### config.mk
export PLATFORM = sky130hd
export DESIGN_NAME = pc_fetch_ctrl_flat
export DESIGN_NICKNAME = d
export VERILOG_FILES = /design/src/rtl/pc_fetch_if.sv /design/src/rtl/pc_fetch_ctrl.sv /design/src/flat_wrapper.sv
export SDC_FILE = /design/constraint.sdc
export NUM_CORES = 1
export LEC_CHECK = 0
export ABC_AREA = 1
export CORE_ASPECT_RATIO = 1.1
export CORE_MARGIN = 10
export CORE_UTILIZATION = 25
export CTS_BUF_LIST = sky130_fd_sc_hd__clkbuf_8
export CTS_CLUSTER_SIZE = 14
export DETAILED_ROUTE_END_ITERATION = 6
export PLACE_DENSITY = 0.48
export SYNTH_ARGS = -nofsm -noshare
export SYNTH_HDL_FRONTEND = slang
export SYNTH_SLANG_ARGS = --single-unit
### constraint.sdc
create_clock -name clk -period 6.5 [get_ports clk]
set_clock_uncertainty 0.2 [all_clocks]
set_input_delay 1.625 -clock clk [delete_from_list [all_inputs] [get_ports clk]]
set_output_delay 1.625 -clock clk [all_outputs]
set_load 0.03 [all_outputs]
### src/rtl/pc_fetch_if.sv
// Bundle of the fetch controller's redirect, instruction-memory and decode handshakes.
// master = fetch controller side, slave = memory/decode/branch-unit side.
interface pc_fetch_if #(
    parameter int unsigned WordSize = 32
);
    localparam int unsigned InstrW = 32;

    logic                branch_taken;
    logic [WordSize-1:0] branch_addr;

    logic                imem_req;
    logic [WordSize-1:0] imem_addr;
    logic                imem_ready;
    logic                imem_valid;
    logic [InstrW-1:0]   imem_rdata;

    logic                if_valid;
    logic [InstrW-1:0]   if_instr;
    logic [WordSize-1:0] if_pc;
    logic                if_ready;

    logic                flush;

    modport master (
        input  branch_taken, branch_addr,
        input  imem_ready, imem_valid, imem_rdata,
        input  if_ready,
        output imem_req, imem_addr,
        output if_valid, if_instr, if_pc,
        output flush
    );

    modport slave (
        output branch_taken, branch_addr,
        output imem_ready, imem_valid, imem_rdata,
        output if_ready,
        input  imem_req, imem_addr,
        input  if_valid, if_instr, if_pc,
        input  flush
    );
endinterface

### src/rtl/pc_fetch_ctrl.sv
// Instruction fetch controller: single outstanding memory request, one-entry decode
// holding register, branch redirect with stale-response discard and a one-cycle flush.
module pc_fetch_ctrl #(
    parameter int unsigned            WordSize    = 32,
    parameter logic [WordSize-1:0]    ResetVector = '0
) (
    input logic          clk,
    input logic          rst,
    pc_fetch_if.master   bus
);
    localparam int unsigned InstrW = 32;
    localparam int unsigned StepW  = 4;

    typedef enum logic [1:0] {
        S_REQ     = 2'd0,
        S_WAIT    = 2'd1,
        S_HOLD    = 2'd2,
        S_DISCARD = 2'd3
    } state_e;

    state_e              state_q,    state_d;
    logic [WordSize-1:0] pc_q,       pc_d;
    logic [WordSize-1:0] req_pc_q,   req_pc_d;
    logic [InstrW-1:0]   instr_q,    instr_d;
    logic [WordSize-1:0] if_pc_q,    if_pc_d;
    logic                if_valid_q, if_valid_d;
    logic                flush_q,    flush_d;
    logic                imem_req_q, imem_req_d;

    logic [WordSize-1:0] redirect_pc;
    logic                unused_addr_lsb;

    // Redirect targets are forced to word alignment; the dropped LSBs are intentionally unused.
    assign redirect_pc     = {bus.branch_addr[WordSize-1:2], 2'b00};
    assign unused_addr_lsb = ^bus.branch_addr[1:0];

    always_ff @(posedge clk or posedge rst) begin
        if (rst) begin
            state_q    <= S_REQ;
            pc_q       <= ResetVector;
            req_pc_q   <= '0;
            instr_q    <= '0;
            if_pc_q    <= '0;
            if_valid_q <= 1'b0;
            flush_q    <= 1'b0;
            imem_req_q <= 1'b1;
        end else begin
            state_q    <= state_d;
            pc_q       <= pc_d;
            req_pc_q   <= req_pc_d;
            instr_q    <= instr_d;
            if_pc_q    <= if_pc_d;
            if_valid_q <= if_valid_d;
            flush_q    <= flush_d;
            imem_req_q <= imem_req_d;
        end
    end

    // Next-state logic; a redirect overrides the sequential pc and never lets a
    // response fetched under the old path reach decode.
    always_comb begin
        state_d  = state_q;
        pc_d     = pc_q;
        req_pc_d = req_pc_q;
        instr_d  = instr_q;
        if_pc_d  = if_pc_q;
        flush_d  = bus.branch_taken;

        unique case (state_q)
            S_REQ: begin
                if (bus.imem_ready) begin
                    req_pc_d = pc_q;
                    pc_d     = pc_q + WordSize'(StepW);
                    state_d  = bus.branch_taken ? S_DISCARD : S_WAIT;
                end
            end
            S_WAIT: begin
                if (bus.branch_taken) begin
                    state_d = bus.imem_valid ? S_REQ : S_DISCARD;
                end else if (bus.imem_valid) begin
                    instr_d = bus.imem_rdata;
                    if_pc_d = req_pc_q;
                    state_d = S_HOLD;
                end
            end
            S_HOLD: begin
                if (bus.branch_taken || bus.if_ready) begin
                    state_d = S_REQ;
                end
            end
            S_DISCARD: begin
                if (bus.imem_valid) begin
                    state_d = S_REQ;
                end
            end
            default: state_d = S_REQ;
        endcase

        if (bus.branch_taken) begin
            pc_d = redirect_pc;
        end

        if_valid_d = (state_d == S_HOLD);
        imem_req_d = (state_d == S_REQ);
    end

    assign bus.imem_req  = imem_req_q;
    assign bus.imem_addr = pc_q;
    assign bus.if_valid  = if_valid_q;
    assign bus.if_instr  = instr_q;
    assign bus.if_pc     = if_pc_q;
    assign bus.flush     = flush_q;

endmodule
### src/flat_wrapper.sv
// flat-port wrapper written by rule: the top's interface ports become plain ports
module pc_fetch_ctrl_flat 
#(
    parameter int unsigned            WordSize    = 32,
    parameter logic [WordSize-1:0]    ResetVector = '0
)
  (clk, rst, bus_branch_taken, bus_branch_addr, bus_imem_ready, bus_imem_valid, bus_imem_rdata, bus_if_ready, bus_imem_req, bus_imem_addr, bus_if_valid, bus_if_instr, bus_if_pc, bus_flush);
  pc_fetch_if #(.WordSize(WordSize)) bus_i ();
  input logic clk;
  input logic rst;
  input wire logic [$bits(bus_i.branch_taken)-1:0] bus_branch_taken;
  input wire logic [$bits(bus_i.branch_addr)-1:0] bus_branch_addr;
  input wire logic [$bits(bus_i.imem_ready)-1:0] bus_imem_ready;
  input wire logic [$bits(bus_i.imem_valid)-1:0] bus_imem_valid;
  input wire logic [$bits(bus_i.imem_rdata)-1:0] bus_imem_rdata;
  input wire logic [$bits(bus_i.if_ready)-1:0] bus_if_ready;
  output wire logic [$bits(bus_i.imem_req)-1:0] bus_imem_req;
  output wire logic [$bits(bus_i.imem_addr)-1:0] bus_imem_addr;
  output wire logic [$bits(bus_i.if_valid)-1:0] bus_if_valid;
  output wire logic [$bits(bus_i.if_instr)-1:0] bus_if_instr;
  output wire logic [$bits(bus_i.if_pc)-1:0] bus_if_pc;
  output wire logic [$bits(bus_i.flush)-1:0] bus_flush;
  assign bus_i.branch_taken = bus_branch_taken;
  assign bus_i.branch_addr = bus_branch_addr;
  assign bus_i.imem_ready = bus_imem_ready;
  assign bus_i.imem_valid = bus_imem_valid;
  assign bus_i.imem_rdata = bus_imem_rdata;
  assign bus_i.if_ready = bus_if_ready;
  assign bus_imem_req = bus_i.imem_req;
  assign bus_imem_addr = bus_i.imem_addr;
  assign bus_if_valid = bus_i.if_valid;
  assign bus_if_instr = bus_i.if_instr;
  assign bus_if_pc = bus_i.if_pc;
  assign bus_flush = bus_i.flush;
  pc_fetch_ctrl #(.WordSize(WordSize), .ResetVector(ResetVector)) u_core (.clk(clk), .rst(rst), .bus(bus_i));
endmodule
* After elaboration in Yosys (flattened, before gate mapping)
Index checks and enable logic that the tools add are counted.
** Word-level totals
- Output and inout port bits :: 99
- Flip-flop bits (word level) :: 133
- Bits of input ports :: 70
- Word-level logic and storage cells :: 33
** Cells by class
- Reductions and logical operators :: 8
- Bitwise operators :: 1
- Eq/ne operators :: 4
- Add/sub/neg operators :: 1
- Muxes and demuxes :: 11
** Operators with widths (count)
- two-way mux 32 bit :: 3
- adder 32 x 3 -> 32 bit (second input constant) :: 1
- two-way mux 2 bit :: 7
- case mux 2 bit (4 select lines) :: 1
- equality test 2 bit (second input constant) :: 3
- logical NOT 2 bit :: 2
- AND reduction 2 bit :: 2
- nonzero test 2 bit :: 2
- AND reduction 3 bit :: 1
- equality test 2 x 1 -> 1 bit (second input constant) :: 1
- logical OR 1 bit :: 1
- inverter 1 bit :: 1

* Logic depth before layout (Yosys ltp)
- Depth after elaboration :: 4
- Gate-level depth with buffers :: 9
- Depth with buffers taken out :: 9

* Worst setup path before layout
Ideal clock, no wire load.
- Path kind :: input-to-reg
- Start point :: input bus_branch_taken
- End point :: register u_core.instr_q[17] (netlist: u_core.bus.if_instr[17])
- Required time :: 6.172 ns
- Setup time :: 0.128 ns
- Setup slack :: 3.731 ns
- Arrival :: 2.442 ns
- Buffers on the path :: 2
- Cell stages on the path :: 5
- Cell sequence :: buf_4 nor2_4 nand2_4 buf_6 mux2_1
** On the way
- Word-level cells in the longest chain between the ends :: 2
** Ends and longest elaborated chain
- start: declaration :: line flat_wrapper.sv:11 : input wire logic [$bits(bus_i.branch_taken)-1:0] bus_branch_taken;
- inverter 1 bit (no source line)
- AND reduction 3 bit (no source line)
- end signal: assignment :: line pc_fetch_ctrl.sv:51 : instr_q <= instr_d;
- end: declaration :: line pc_fetch_ctrl.sv:24 : logic [InstrW-1:0] instr_q, instr_d;
Every way passes these cells.
A chain may end at the register's enable or synchronous reset.

* Final worst setup path
- Start point :: input bus_branch_taken
- End point :: register u_core.pc_q[15] (netlist: u_core.bus.imem_addr[15])
** On the way
- Word-level cells in the longest chain between the ends :: 2
- Elaborated cells between the ends (all ways) :: 4
- Classes of those cells :: mux: 1; reduce/logical: 3
** Ends and longest elaborated chain
- nonzero test 2 bit (no source line)
- AND reduction 2 bit (no source line)
- end signal: assignment :: line pc_fetch_ctrl.sv:40 : pc_q <= ResetVector;
- end signal: assignment :: line pc_fetch_ctrl.sv:49 : pc_q <= pc_d;
- end: declaration :: line pc_fetch_ctrl.sv:22 : logic [WordSize-1:0] pc_q, pc_d;
Parallel ways exist; a longest one is shown, timed or not.

==> out/summary.txt <==
status: complete, no violations
leading post-synthesis cells by cell area: dfrtp_1 (54%), nand2_1 (11%), mux2_2 (11%), o21ai_0 (5.0%), inv_1 (3.8%)
final setup TNS: 0 ps
Async SR Flop Fraction: 100%
number of max-slew violations in the final report: 0
Final Non-Filler Cells: 1092
vias in the first global route: 4727
post-DP HPWL: 12900 um
Worst path max stage delay: 690 ps
leading area contributor after synthesis: dfrtp_1
Hold Vio Cnt, Final: 0
top cell type's share of synthesized area: 53.9%
Setup crit start kind: input pin
Placer Congestion: 0.821
Post-Synthesis Cells: 616
Leak: 3.64 nW
Hold Path Cell Cnt: 2
Initial Util: 25.5%
pre-CTS WS: 2050 ps
clock sinks: 127
count leader, synth: nand2_1
Hold WC Path Type: reg -> reg
pwr dens: 450 mW/mm2
reg2reg setup slack: 4370 ps
Post-synth top flop: dfrtp_1
vias: 4567
min setup slack post-route: 2580 ps
I/O Buffers: 162
worst endpoint required time: 6600 ps
Tcrit/Tclk final: 60.4%
area of the core: 0.0229 mm2
largest net degree at the start of global routing: 66
Post-CTS Resized: 0
H-Tree Depth: 4
Hold Path End: u_core.req_pc_q[21]$_DFFE_PP0P_
vias per inst: 4.18
min cycle time layout: 3920 ps
Worst VDD drop: 110 uV
Filler cells: 2392
Clock power frac: 20.5%
setup bufs post-CTS: 0
crit path kind: in -> reg
Worst R2R End: u_core.bus.imem_addr[15]$_DFFE_PP0P_
Clock Tree Buf Depth: 2
router iterations before antenna repair: 4
Slowest cell on crit path: nand2_1
Synth Register Bits: 127
Num CTS Buffers: 17
total global routing overflow: 0
share of total power in combinational logic: 43.5%
Int Pwr: 2.22 mW
Clock Latency Late Sink: 440 ps
worst reg2reg path depth: 8
nature of the critical path endpoint: register
dpl cells: 1060
I/O pins: 169
post-synthesis cell area: 0.00585 mm2
post-synthesis sequential area ratio: 54.3%
CTS tree: yes
Rel. slew slack: 39.0%
Worst EP arrival: 4030 ps
Post-CTS Hold Buffers: 0
final net count: 850
Max Cap Viol: 0
Routed WL per cell: 15.9 um
Cell Chain, Critical Path: clkdlybuf4s50_1 -> buf_4 -> inv_1 -> nand2_1 -> inv_1 -> nand2_1 -> nand3_1
die area: 0.0299 mm2
Crit Path Max Fanout: 30
sequential power share: 36.0%
first-iteration detailed-routing DRC count: 303
sw frac: 39.5%
root cell of the clock tree: clkbuf_8
Layout Area Growth over Synthesis: 39.4%
post-synth cell types: 29
top post-synthesis cells by count: nand2_1 (165), dfrtp_1 (126), inv_1 (59), o21ai_0 (59), mux2_2 (55)
Max Fclk: 255 MHz
antenna violations before repair: 0
diode count: 0
RSZ-0062 raised after global routing: no
DIE HEIGHT: 180 um
Clk pin slew, worst setup/hold paths: 70 ps
switching pwr: 1.45 mW
Syn Area/Cell: 9.50 um2
final wirelength: 17400 um
row count: 58
YS warnings: 0
slew at the pin with the worst max-slew slack: 915 ps
Die X-Extent: 166 um
hold path startpoint: u_core.req_pc_q[21]$_DFFE_PP0P_
global-route wire length before repair: 27700 um
drc violations: 0
share of cells above drive strength 1: 14.4%
Setup violations, final: 0
worst r2r src: u_core.state_q[0]$_DFF_PP0_
Final ANT Viol Nets: 0
GRT Util Overall: 11.7%
Post-synth EDFFs: 0
## state kept, by name, indices dropped and copies added (netlist names)
| register | cells |
|---|---|
| u_core.bus.if_instr | 32 |
| u_core.bus.if_pc | 30 |
| u_core.bus.imem_addr | 30 |
| u_core.req_pc_q | 30 |
| u_core.state_q | 2 |
| u_core.bus.flush | 1 |
| u_core.bus.if_valid | 1 |
| u_core.bus.imem_req | 1 |
## final cells by class
type	count	area (um2)	area share, %
Sequential cell	127	3180	39.0
Multi-Input combinational cell	406	2270	27.9
Timing Repair Buffer	166	1650	20.2
Tap cell	300	375	4.60
Clock buffer	21	289	3.54
Inverter	61	234	2.87
Clock inverter	11	153	1.87
## power groups by stage
stage                     Sequential (mW)  Clock, mW  Combinational [mW]
after detailed placement             1.34          0                1.63
after global placement               1.33          0                1.62
after floorplan                      1.77          0               0.488
after CTS                            1.32      0.788                1.63
final                                1.32      0.754                1.60
after global routing                 1.37      0.819                1.71
## logic make-up (layout without fill, tap and decap cells)
group / count (synthesis) / count (layout) / share of synthesized area [%]
compound gates: 67 / 67 / 5.94
mux: 62 / 62 / 11.9
other cells: 1 / 4 / 0.0641
flops: 127 / 127 / 54.3
xor+xnor: 4 / 4 / 0.599
buf+inv: 86 / 259 / 7.03
simple gates: 268 / 268 / 19.9
fa+ha+maj: 1 / 1 / 0.214
## cell usage in the layout, fill, tap and decap left out, types with 4 or more instances in the layout
cell,count
nor2_1,38
mux2_2,55
dfrtp_1,126
nand2_1,164
o21ai_0,59
clkdlybuf4s50_1,162
conb_1,4
buf_4,4
inv_1,58
nand3_1,44
clkbuf_8,21
nor2_4,7
nor2_2,5
a21oi_1,4
nand2_2,4
mux2_1,7
## through the flow
stage / hold WS [ps] / total power, mW / cell area [um2] / utilization (%)
2_1_floorplan: 245 / 2.26 / 5860 / -
3_3_place_gp: 265 / 2.95 / 7710 / 33.6
3_5_place_dp: 271 / 2.97 / 7710 / 33.6
4_1_cts: 290 / 3.74 / 8160 / 35.6
5_1_grt: 301 / 3.90 / 8160 / 35.6
6_report: 285 / 3.67 / 8160 / 35.6
## critical path: cells and delay by family
kind / cells / cell delay [ps]
buffers and inverters: 4 / 1470
and+or+nand+nor: 3 / 920
## layer usage
| metal | track usage [%] | wire length, um |
|---|---|---|
| met1 | 14.4 | 8100 |
| met2 | 19.2 | 8310 |
| met3 | 3.10 | 706 |
| met4 | 3.97 | 284 |
| met5 | 0 | 0 |
## worst max-delay path by stage
stage,from,end,slack [ps],depth (start not counted)
2_1_floorplan,rst,u_core.bus.flush$_DFF_PP0_,1290,1
3_3_place_gp,bus_branch_taken,u_core.bus.imem_addr[12]$_DFFE_PP0P_,2120,7
3_5_place_dp,bus_branch_taken,u_core.bus.imem_addr[15]$_DFFE_PP0P_,2050,7
4_1_cts,bus_branch_taken,u_core.bus.imem_addr[15]$_DFFE_PP0P_,2530,7
5_1_grt,bus_branch_taken,u_core.bus.imem_addr[12]$_DFFE_PP0P_,2400,7
6_report,bus_branch_taken,u_core.bus.imem_addr[15]$_DFFE_PP0P_,2580,7
No activity file was read; power rests on OpenSTA's default activity.
